===== src/rtl/qpsk_symbol_scheduler.sv =====
// qpsk_symbol_scheduler
// Holds QPSK symbols in a small FIFO and plays each one for SYM_LEN NCO samples.
// The NCO frequency word and sign select are reloaded only at symbol boundaries.
// The per-sample I/Q sign flags go through a PIPE_LAT-deep delay line, so they
// line up with the NCO output samples.
// Compile-time option: define QPSK_GRAY_MAP_EN to select the Gray symbol map.
// Without it, the natural map is used (I_neg = b1, Q_neg = b0).
//
// state | meaning
// IDLE  | not playing; FIFO accepts symbols; waits for start
// RUN   | playing symbols; waits with nco_En low while the FIFO is empty
// DRAIN | stop honoured; waits until every issued NCO sample has come back
module qpsk_symbol_scheduler #(
    parameter int FCW_W      = 20,
    parameter int SYM_LEN    = 16,
    parameter int FIFO_DEPTH = 4,
    parameter int PIPE_LAT   = 9
) (
    input  logic             clk,
    input  logic             rst_n,
    input  logic             start,
    input  logic             stop,
    input  logic             sym_valid,
    input  logic [1:0]       sym_data,
    output logic             sym_ready,
    input  logic             cfg_we,
    input  logic [FCW_W-1:0] cfg_fcw,
    input  logic             cfg_sign,
    output logic             nco_En,
    output logic [FCW_W-1:0] nco_FCW,
    output logic             nco_selSign,
    input  logic             nco_VldX,
    output logic             out_vld,
    output logic             out_I_neg,
    output logic             out_Q_neg,
    output logic             busy,
    output logic             underrun,
    output logic             err
);

    // FIFO_DEPTH must be a power of two, >= 2, so the pointers wrap naturally.
    localparam int AW = (FIFO_DEPTH > 1) ? $clog2(FIFO_DEPTH) : 1;
    localparam int CW = (SYM_LEN > 1) ? $clog2(SYM_LEN) : 1;
    localparam int OW = $clog2(PIPE_LAT + 2) + 1;

    typedef enum logic [1:0] {S_IDLE, S_RUN, S_DRAIN} state_t;

    state_t           state_q, state_d;
    logic             sym_act_q, sym_act_d;
    logic [1:0]       sym_cur_q, sym_cur_d;
    logic [CW-1:0]    cnt_q, cnt_d;
    logic             stop_q, stop_d;
    logic             underrun_q, underrun_d;
    logic             err_q, err_d;
    logic [OW-1:0]    out_q, out_d;
    logic [FCW_W-1:0] fcw_sh_q, fcw_q;
    logic             sign_sh_q, sign_q;

    logic [1:0]       fifo_mem_q [FIFO_DEPTH];
    logic [AW-1:0]    rd_ptr_q, wr_ptr_q;
    logic [AW:0]      fifo_cnt_q;
    logic             fifo_empty, fifo_full;
    logic [1:0]       fifo_head;

    logic             pop, push, bypass, load;
    logic             i_neg, q_neg;
    logic [2:0]       pipe_q [PIPE_LAT];

    assign fifo_empty = (fifo_cnt_q == '0);
    assign fifo_full  = (fifo_cnt_q == (AW+1)'(FIFO_DEPTH));
    assign fifo_head  = fifo_mem_q[rd_ptr_q];

    // A full FIFO still takes a push in the same cycle as a pop.
    // A symbol that bypasses the FIFO is not written into it.
    assign push = sym_valid && (!fifo_full || pop) && !bypass;

    assign nco_En      = (state_q == S_RUN) && sym_act_q;
    assign nco_FCW     = fcw_q;
    assign nco_selSign = sign_q;
    assign sym_ready   = !fifo_full;
    assign busy        = (state_q != S_IDLE);
    assign underrun    = underrun_q;
    assign err         = err_q;

`ifdef QPSK_GRAY_MAP_EN
    assign i_neg = sym_cur_q[0];
    assign q_neg = sym_cur_q[1];
`else
    assign i_neg = sym_cur_q[1];
    assign q_neg = sym_cur_q[0];
`endif

    // Outstanding NCO samples. VldX with nothing outstanding is flagged as an error.
    always_comb begin
        out_d = out_q;
        err_d = err_q;
        if (nco_VldX && out_q == '0) begin
            err_d = 1'b1;
        end
        unique case ({nco_En, nco_VldX})
            2'b10:   if (out_q != '1) out_d = out_q + OW'(1);
            2'b01:   if (out_q != '0) out_d = out_q - OW'(1);
            default: out_d = out_q;
        endcase
    end

    // Next-state logic: symbol sequencing, FIFO pop or bypass, shadow reload.
    always_comb begin
        state_d    = state_q;
        sym_act_d  = sym_act_q;
        sym_cur_d  = sym_cur_q;
        cnt_d      = cnt_q;
        stop_d     = stop_q;
        underrun_d = underrun_q;
        pop        = 1'b0;
        bypass     = 1'b0;
        load       = 1'b0;
        unique case (state_q)
            S_IDLE: begin
                if (start) begin
                    state_d = S_RUN;
                    cnt_d   = '0;
                    stop_d  = 1'b0;
                    load    = 1'b1;
                    if (!fifo_empty) begin
                        pop       = 1'b1;
                        sym_act_d = 1'b1;
                        sym_cur_d = fifo_head;
                    end else begin
                        sym_act_d  = 1'b0;
                        underrun_d = 1'b1;
                    end
                end
            end
            S_RUN: begin
                if (stop) stop_d = 1'b1;
                if (sym_act_q) begin
                    if (cnt_q == CW'(SYM_LEN - 1)) begin
                        cnt_d = '0;
                        if (stop_q || stop) begin
                            state_d   = S_DRAIN;
                            sym_act_d = 1'b0;
                            stop_d    = 1'b0;
                        end else if (!fifo_empty) begin
                            pop       = 1'b1;
                            load      = 1'b1;
                            sym_cur_d = fifo_head;
                        end else begin
                            sym_act_d  = 1'b0;
                            underrun_d = 1'b1;
                        end
                    end else begin
                        cnt_d = cnt_q + CW'(1);
                    end
                end else begin
                    // No symbol is current, so this cycle is a symbol boundary.
                    if (stop_q || stop) begin
                        state_d = S_DRAIN;
                        stop_d  = 1'b0;
                    end else if (!fifo_empty) begin
                        pop       = 1'b1;
                        load      = 1'b1;
                        sym_act_d = 1'b1;
                        sym_cur_d = fifo_head;
                        cnt_d     = '0;
                    end else if (sym_valid) begin
                        bypass    = 1'b1;
                        load      = 1'b1;
                        sym_act_d = 1'b1;
                        sym_cur_d = sym_data;
                        cnt_d     = '0;
                    end
                end
            end
            S_DRAIN: begin
                if (out_d == '0) state_d = S_IDLE;
            end
            default: state_d = S_IDLE;
        endcase
    end

    // Registers for the control state, the counters and the sticky flags.
    always_ff @(posedge clk or negedge rst_n) begin
        if (!rst_n) begin
            state_q    <= S_IDLE;
            sym_act_q  <= 1'b0;
            sym_cur_q  <= '0;
            cnt_q      <= '0;
            stop_q     <= 1'b0;
            underrun_q <= 1'b0;
            err_q      <= 1'b0;
            out_q      <= '0;
        end else begin
            state_q    <= state_d;
            sym_act_q  <= sym_act_d;
            sym_cur_q  <= sym_cur_d;
            cnt_q      <= cnt_d;
            stop_q     <= stop_d;
            underrun_q <= underrun_d;
            err_q      <= err_d;
            out_q      <= out_d;
        end
    end

    // Config shadows are written at any time; the NCO drive copies them only on load.
    always_ff @(posedge clk or negedge rst_n) begin
        if (!rst_n) begin
            fcw_sh_q  <= '0;
            sign_sh_q <= 1'b0;
            fcw_q     <= '0;
            sign_q    <= 1'b0;
        end else begin
            if (cfg_we) begin
                fcw_sh_q  <= cfg_fcw;
                sign_sh_q <= cfg_sign;
            end
            if (load) begin
                fcw_q  <= fcw_sh_q;
                sign_q <= sign_sh_q;
            end
        end
    end

    // Symbol FIFO storage, pointers and occupancy count.
    always_ff @(posedge clk or negedge rst_n) begin
        if (!rst_n) begin
            for (int i = 0; i < FIFO_DEPTH; i++) fifo_mem_q[i] <= '0;
            rd_ptr_q   <= '0;
            wr_ptr_q   <= '0;
            fifo_cnt_q <= '0;
        end else begin
            if (push) begin
                fifo_mem_q[wr_ptr_q] <= sym_data;
                wr_ptr_q             <= wr_ptr_q + AW'(1);
            end
            if (pop) rd_ptr_q <= rd_ptr_q + AW'(1);
            unique case ({push, pop})
                2'b10:   fifo_cnt_q <= fifo_cnt_q + (AW+1)'(1);
                2'b01:   fifo_cnt_q <= fifo_cnt_q - (AW+1)'(1);
                default: fifo_cnt_q <= fifo_cnt_q;
            endcase
        end
    end

    // Delay line that aligns {En, I_neg, Q_neg} with the NCO output valid.
    always_ff @(posedge clk or negedge rst_n) begin
        if (!rst_n) begin
            for (int i = 0; i < PIPE_LAT; i++) pipe_q[i] <= '0;
        end else begin
            pipe_q[0] <= {nco_En, nco_En & i_neg, nco_En & q_neg};
            for (int i = 1; i < PIPE_LAT; i++) pipe_q[i] <= pipe_q[i-1];
        end
    end

    assign out_vld   = pipe_q[PIPE_LAT-1][2];
    assign out_I_neg = pipe_q[PIPE_LAT-1][1];
    assign out_Q_neg = pipe_q[PIPE_LAT-1][0];

endmodule


===== config.mk =====
export PLATFORM = sky130hd
export DESIGN_NAME = qpsk_symbol_scheduler
export DESIGN_NICKNAME = d
export VERILOG_FILES = /design/src/rtl/qpsk_symbol_scheduler.sv
export SDC_FILE = /design/constraint.sdc
export NUM_CORES = 1
export LEC_CHECK = 0
export CAP_MARGIN = 20
export CELL_PAD_IN_SITES_DETAIL_PLACEMENT = 1
export CELL_PAD_IN_SITES_GLOBAL_PLACEMENT = 1
export CORE_AREA = 2 2 97 99
export DETAILED_ROUTE_END_ITERATION = 6
export DIE_AREA = 0 0 99 101
export HOLD_SLACK_MARGIN = 0.1
export PLACE_DENSITY = 0.91
export SLEW_MARGIN = 5
export SYNTH_ARGS = -nofsm -noshare
export SYNTH_HDL_FRONTEND = slang
export SYNTH_SLANG_ARGS = --single-unit

===== constraint.sdc =====
create_clock -name clk -period 5.9 [get_ports clk]
set_clock_uncertainty 0.1 [all_clocks]
set_input_delay 0.59 -clock clk [delete_from_list [all_inputs] [get_ports clk]]
set_output_delay 0.59 -clock clk [all_outputs]
set_load 0.02 [all_outputs]

== Word-level counts from Yosys, hierarchy flattened ==
Index checks and enable logic that the tools add are counted.
Storage, ports and cells
  register bits after elaboration: 101
  output and inout port bits: 29
Cells by class
  add/subtract/negate cells: 7
  order comparisons: 3
  eq/ne operators: 18
  mux-type cells: 64
  bitwise operators: 4
  reduce and logical (&&, ||, !) cells: 22
Operators with widths (number)
  $mux W2: 16
  $mux W1: 27
  $mux W4: 6
  $logic_not A5 Y1: 2
  $mux W5: 2
  $pmux W1 S2: 5
  $pmux W5 S2: 1
  $bwmux W8: 1
  $ne A2 B2 Y1 const B: 4
  $pmux W4 S2: 1
  $eq A2 B1 Y1 const B: 3
  $eq A2 B2 Y1 const B: 3
  $ge A3 B3 Y1 const B: 2
  $ne A3 B3 Y1 const B: 2
  $not A2 Y3: 2
  $pmux W2 S3: 1
  $pmux W3 S2: 1
  $reduce_and A6 Y1: 1
  $reduce_bool A2 Y1: 3
  $add A5 B1 Y5 const B: 1
  $logic_and A1 B1 Y1: 5
  $ne A5 B5 Y1 const B: 1
  $reduce_and A5 Y1: 1
  $reduce_bool A5 Y1: 1
  22 further kinds: 26

== Longest topological paths before layout ==
  depth after elaboration: 11
  gate-level depth with buffers: 11
  depth with buffers taken out: 11

== Least setup slack after synthesis ==
OpenSTA, ideal clock, no wires.
  path kind: input to register
  from: in stop
  to: reg fifo_cnt_q[2]
  library setup time: 79 ps
  arrival time: 2344 ps
  data required time: 5721 ps
  path slack: 3377 ps
  cell stages on the path: 9
  path through: nor2_2 -> o211ai_1 -> a211oi_1 -> ha_1 -> inv_1 -> fa_1 -> xor2_1 -> nor2_1 -> xor2_1
Between the ends
  longest elaborated chain between the ends: 10
RTL lines
  from (decl): RTL line 22  | input logic stop,
  $logic_or A1 B1 Y1 *: RTL line 140, 157
  $mux W1 *: RTL line 140, 157
  $mux W1: RTL line 138  | if (cnt_q == CW'(SYM_LEN - 1)) begin
  $mux W1 *: RTL line 137  | if (sym_act_q) begin
  $pmux W1 S2 *: RTL line 118  | unique case (state_q)
  net pop: RTL line 65  | logic pop, push, bypass, load;
  $logic_or A1 B1 Y1: RTL line 75  | assign push = sym_valid && (!fifo_full || pop) && !bypass;
  $logic_and A1 B1 Y1 (2 in series): RTL line 75
  $eq A2 B1 Y1 or $eq A2 B2 Y1 (tied branches): RTL line 237  | unique case ({push, pop})
  $pmux W3 S2 or $reduce_bool A2 Y1 (tied branches)
  to (signal assigned): RTL line 238  | 2'b10: fifo_cnt_q <= fifo_cnt_q + (AW+1)'(1);
  to (signal assigned): RTL line 239  | 2'b01: fifo_cnt_q <= fifo_cnt_q - (AW+1)'(1);
  to (signal assigned): RTL line 240  | default: fifo_cnt_q <= fifo_cnt_q;
  to (decl): RTL line 61  | logic [AW:0] fifo_cnt_q;
Mark *: on every way through the listed nets, which the timed path passes. The rest lies on a longest branch.
A chain may end at the register's enable or synchronous reset.

== Worst setup path after layout ==
  from: reg state_q[0]
  to: out nco_En
Between the ends
  longest elaborated chain between the ends: 2
RTL lines
  from (decl): RTL line 48  | state_t state_q, state_d;
  from (signal assigned): RTL line 194  | state_q <= state_d;
  $eq A2 B1 Y1: RTL line 77  | assign nco_En = (state_q == S_RUN) && sym_act_q;
  $logic_and A1 B1 Y1: RTL line 77
  to (decl): RTL line 29  | output logic nco_En,
No other way between the ends.

==> results.rst <==
.. list-table::
   :header-rows: 1

   * - Metric
     - Value
   * - Result of the run
     - finished, final reports clean
   * - Per-instance average area after synthesis
     - 13.8 um2
   * - Cell area after synthesis
     - ~4200 um2
   * - Standard cell core area
     - between 8000 and 9000 um2
   * - Number of core rows
     - 35
   * - Reported max-cap violation count
     - 0
   * - Per-cell routed wire length
     - 18.4 um
   * - Capture instance of the worst register-to-register path
     - fifo_cnt_q[2]$_DFFE_PN0P_
   * - Total congestion overflow after global routing
     - 0
   * - CP Launch Type
     - flip-flop
   * - Fraction of final layout cells with drive strength greater than 1
     - 16.3%
   * - Post-route antenna net violation count
     - 0
   * - Final Hold Vio Count
     - 0
   * - Input/output buffers
     - 58
   * - Wire length of the first global-routing pass
     - 14,700 um
   * - Die Ht
     - 101 um
   * - Switching fraction of total power
     - between 30% and 40%
   * - Count of clock tree sinks
     - 101
   * - Count of boundary I/O pins
     - 59
   * - Internal cell power
     - ~1.6 mW
   * - Number of enable-type register cells in the synthesized netlist
     - 0
   * - RD Place Congestion
     - 0.870
   * - CTS hold repair buffers
     - 0
   * - Synth warnings
     - 0
   * - Unrepaired setup endpoints after global routing
     - no
   * - Final TNS setup
     - 0 ns
   * - Cells on worst reg2reg path
     - 10
   * - Number of buffers created by CTS
     - 9
   * - Register area share after synthesis
     - around three fifths
   * - Pin count of the biggest net entering global routing
     - 53
   * - Synthesized instance count
     - 301
   * - Share of flip-flops with an asynchronous set or reset
     - 100%
   * - Internal reg-to-reg setup slack
     - around 3.1 ns
   * - Number of iterations in the first detailed-routing pass
     - 4
   * - Global-route total usage across every layer
     - 18.8%
   * - Die area
     - 10000 um2
   * - Power per cell area
     - slightly above 500 nW/um2
   * - Number of buffers on the longest clock path
     - 2
   * - Mux cell area share after synthesis
     - between 15 and 20%
   * - Worst-case vdd ir drop
     - 0.253 mV
   * - Fin crit period
     - 3.03 ns
   * - Antenna violations before repair
     - 0
   * - Portion of the clock cycle consumed by the worst path in the final layout
     - between 50 and 60%
   * - Leakage power
     - approximately 2.2 nW
   * - Number of fillers in the final layout
     - ~900
   * - Clock slew at the register clock pins of the worst setup and hold paths
     - around 0.11 ns
   * - Largest fanout on the critical path
     - 10
   * - Area grow syn2layout
     - 21.1%
   * - Via count normalized by instance count
     - between 5 and 6
   * - Hold/Removal Path Class
     - input pin to asynchronous set/reset pin
   * - Slew at the pin with the worst max-slew slack
     - 1.03 ns
   * - Number of global-route vias before repair
     - between 2,000 and 3,000
   * - Final slew viol count
     - 0
   * - Master cell of the clock root buffer
     - sky130_fd_sc_hd__clkbuf_8
   * - Compound-Gate Fraction of Synth Area
     - a little under a tenth
   * - Worst Path Arrival
     - between 2 and 2.5 ns
   * - Part of the power in the clock network
     - 17.3%
   * - Total Wirelength
     - 8780 um
   * - Initial standard-cell utilization of the core
     - a little under half
   * - Part of the total power dissipated in sequential elements
     - 44.1%
   * - H-tree depth reported by CTS
     - 3
   * - Post-synthesis sequential element count
     - 101
   * - Area occupied by registers
     - 2530 um2
   * - Distinct cell type count after synthesis
     - 55
   * - Required time at the worst-slack endpoint
     - 5.21 ns
   * - DRT iter0 DRCs
     - 74
   * - Detailed placer's ending HPWL
     - about 6400 um
   * - Capturing element type of the critical path
     - primary output
   * - Hold_ws
     - 0.112 ns
   * - Highest attainable clock frequency
     - 0.330 GHz
   * - Startpoint of the most critical register-to-register path
     - cnt_q[0]$_DFFE_PN0P_
   * - Relative contribution of combinational cells to total power
     - 38.7%
   * - Count of unresolved DRC violations after routing
     - 0
   * - Reported net switching power
     - 0.976 mW
   * - Setup violations, final
     - 0
   * - Worst relative slew slack
     - a little under a third
   * - Pre-CTS setup slack
     - 2.56 ns
   * - Number of inserted diodes
     - 0
   * - Slack of the critical path
     - approximately 2.9 ns
   * - Post-CTS repair timing setup buffer count
     - 0
   * - Clock latency at the later pin of the worst-skew pair
     - 0.38 ns
   * - Path type of the worst setup path
     - flip-flop to primary output
   * - Area used by multi-input combinational logic
     - 1530 um2
   * - Flip-flop cell with the highest count after synthesis
     - sky130_fd_sc_hd__dfrtp_1
   * - Final #Nets
     - 403
   * - Routed via count
     - 2,620
   * - Number of resized instances in the post-cts repair step
     - 0
   * - TritonCTS clock tree
     - done
   * - Post-synthesis share of cell area spent on full adders, half adders and majority gates
     - under 10%
   * - Main combinational cell family by area after synthesis
     - multiplexers
   * - Width of the chip
     - 99 um
   * - Fraction of the mapped netlist area in simple logic gates
     - 7.60%
   * - Xor-xnor portion of the synthesized cell area
     - approximately 1.3%
   * - Mapped Nets
     - 342
Yosys cell counts (3+ instances only):
| library cell | n | area share [%] |
|---|---|---|
| sky130_fd_sc_hd__clkbuf_8 | 3 | 0.99 |
| sky130_fd_sc_hd__nand2b_1 | 5 | 0.75 |
| sky130_fd_sc_hd__xor2_1 | 3 | 0.63 |
| sky130_fd_sc_hd__xnor2_1 | 3 | 0.63 |
| sky130_fd_sc_hd__o21ai_0 | 8 | 0.96 |
| sky130_fd_sc_hd__nor2_1 | 7 | 0.63 |
| sky130_fd_sc_hd__ha_1 | 10 | 3.0 |
| sky130_fd_sc_hd__clkbuf_1 | 4 | 0.36 |
| sky130_fd_sc_hd__inv_1 | 12 | 1.1 |
| sky130_fd_sc_hd__or2_2 | 3 | 0.45 |
| sky130_fd_sc_hd__a21oi_1 | 7 | 0.84 |
| sky130_fd_sc_hd__nand2_1 | 19 | 1.7 |
| sky130_fd_sc_hd__mux2_1 | 28 | 7.6 |
| sky130_fd_sc_hd__dfrtp_1 | 101 | 61 |
| sky130_fd_sc_hd__a211oi_1 | 3 | 0.54 |
| sky130_fd_sc_hd__nand4_1 | 3 | 0.45 |
| sky130_fd_sc_hd__nand3_1 | 3 | 0.36 |
| sky130_fd_sc_hd__nor2b_1 | 3 | 0.45 |
| sky130_fd_sc_hd__o22ai_1 | 5 | 0.75 |
| sky130_fd_sc_hd__mux2_2 | 23 | 6.2 |
| sky130_fd_sc_hd__o211ai_1 | 4 | 0.72 |
power by group through the flow:
stage               logic [mW]  registers, mW  clock network [mW]
floorplan                0.581           1.18                   0
global placement         0.944           1.13                   0
detailed placement        1.01           1.16                   0
CTS                       1.02           1.14               0.464
global route              1.09           1.18               0.492
finish                    1.00           1.14               0.447
cell families (layout without fill, tap and decap cells):
group,count (synthesis),after routing
flip-flops,101,101
buffers and inverters,22,88
multiplexers,54,54
adder cells (fa/ha/maj),11,11
AO/OA/AOI/OAI,50,50
AND/OR/NAND/NOR,57,57
XOR/XNOR,6,6
worst max-delay path, stage by stage, from the launching register on:
cell,delay [ns]
sky130_fd_sc_hd__dfrtp_1,0.51
sky130_fd_sc_hd__nor2b_1,0.39
sky130_fd_sc_hd__nand2_1,0.17
sky130_fd_sc_hd__inv_1,0.24
sky130_fd_sc_hd__clkdlybuf4s50_1,0.66
cell usage in the layout (no fill, tap or decap), types with 3 or more instances in the layout:
cell type,instances
sky130_fd_sc_hd__a211oi_1,3
sky130_fd_sc_hd__a21oi_1,7
sky130_fd_sc_hd__clkbuf_8,9
sky130_fd_sc_hd__clkdlybuf4s50_1,57
sky130_fd_sc_hd__dfrtp_1,101
sky130_fd_sc_hd__ha_1,10
sky130_fd_sc_hd__inv_1,12
sky130_fd_sc_hd__mux2_1,28
sky130_fd_sc_hd__mux2_2,23
sky130_fd_sc_hd__nand2_1,19
sky130_fd_sc_hd__nand2b_1,5
sky130_fd_sc_hd__nand3_1,3
sky130_fd_sc_hd__nand4_1,3
sky130_fd_sc_hd__nor2_1,7
sky130_fd_sc_hd__nor2b_1,3
sky130_fd_sc_hd__o211ai_1,4
sky130_fd_sc_hd__o21ai_0,8
sky130_fd_sc_hd__o22ai_1,4
sky130_fd_sc_hd__or2_2,3
sky130_fd_sc_hd__xnor2_1,3
sky130_fd_sc_hd__xor2_1,3
cell type report:
cell class              count  share of cell area (%)
flip-flops and latches    101                    50.1
multi-input cells         178                    30.2
repair buffers             60                    11.9
well taps                 111                    2.75
clock buffers               9                    2.45
clock inverters             7                    1.71
inverters                  12                   0.892
sequential cells by signal (all words and copies together), names as in the netlist:
signal / count
fcw_sh_q: 20
fifo_cnt_q: 3
err: 1
sym_cur_q: 2
state_q: 2
wr_ptr_q: 2
nco_selSign: 1
out_vld: 1
fifo_mem_q: 8
sym_act_q: 1
nco_FCW: 20
rd_ptr_q: 2
pipe_q: 24
out_Q_neg: 1
cnt_q: 4
sign_sh_q: 1
out_I_neg: 1
stop_q: 1
underrun: 1
out_q: 5
how the worst max path moves through the flow:
stage,depth (start not counted),to,from
5_1_grt,4,nco_En,state_q[0]$_DFFE_PN0P_
6_report,4,nco_En,state_q[0]$_DFFE_PN0P_
2_1_floorplan,9,fifo_cnt_q[2]$_DFFE_PN0P_,stop
4_1_cts,4,nco_En,state_q[0]$_DFFE_PN0P_
3_5_place_dp,10,fifo_cnt_q[2]$_DFFE_PN0P_,stop
3_3_place_gp,6,nco_FCW[11]$_DFFE_PN0P_,stop
per-stage QoR:
stage / cells / util, % / area, um2 / total power, mW
2_1_floorplan: 301 / - / 4170 / 1.76
3_3_place_gp: 461 / 53.7 / 4820 / 2.07
3_5_place_dp: 462 / 53.9 / 4840 / 2.17
4_1_cts: 478 / 56.2 / 5050 / 2.62
5_1_grt: 478 / 56.2 / 5050 / 2.77
6_report: 478 / 56.2 / 5050 / 2.59
routing by layer:
layer,track usage (%),routed length (um),vias to the layer above
li1,-,-,1197
met1,24.2,3810,1339
met4,4.74,89,0
met2,32.5,4450,76
met3,4.23,427,8
met5,0,0,-
Power figures use the tool's default switching activity.
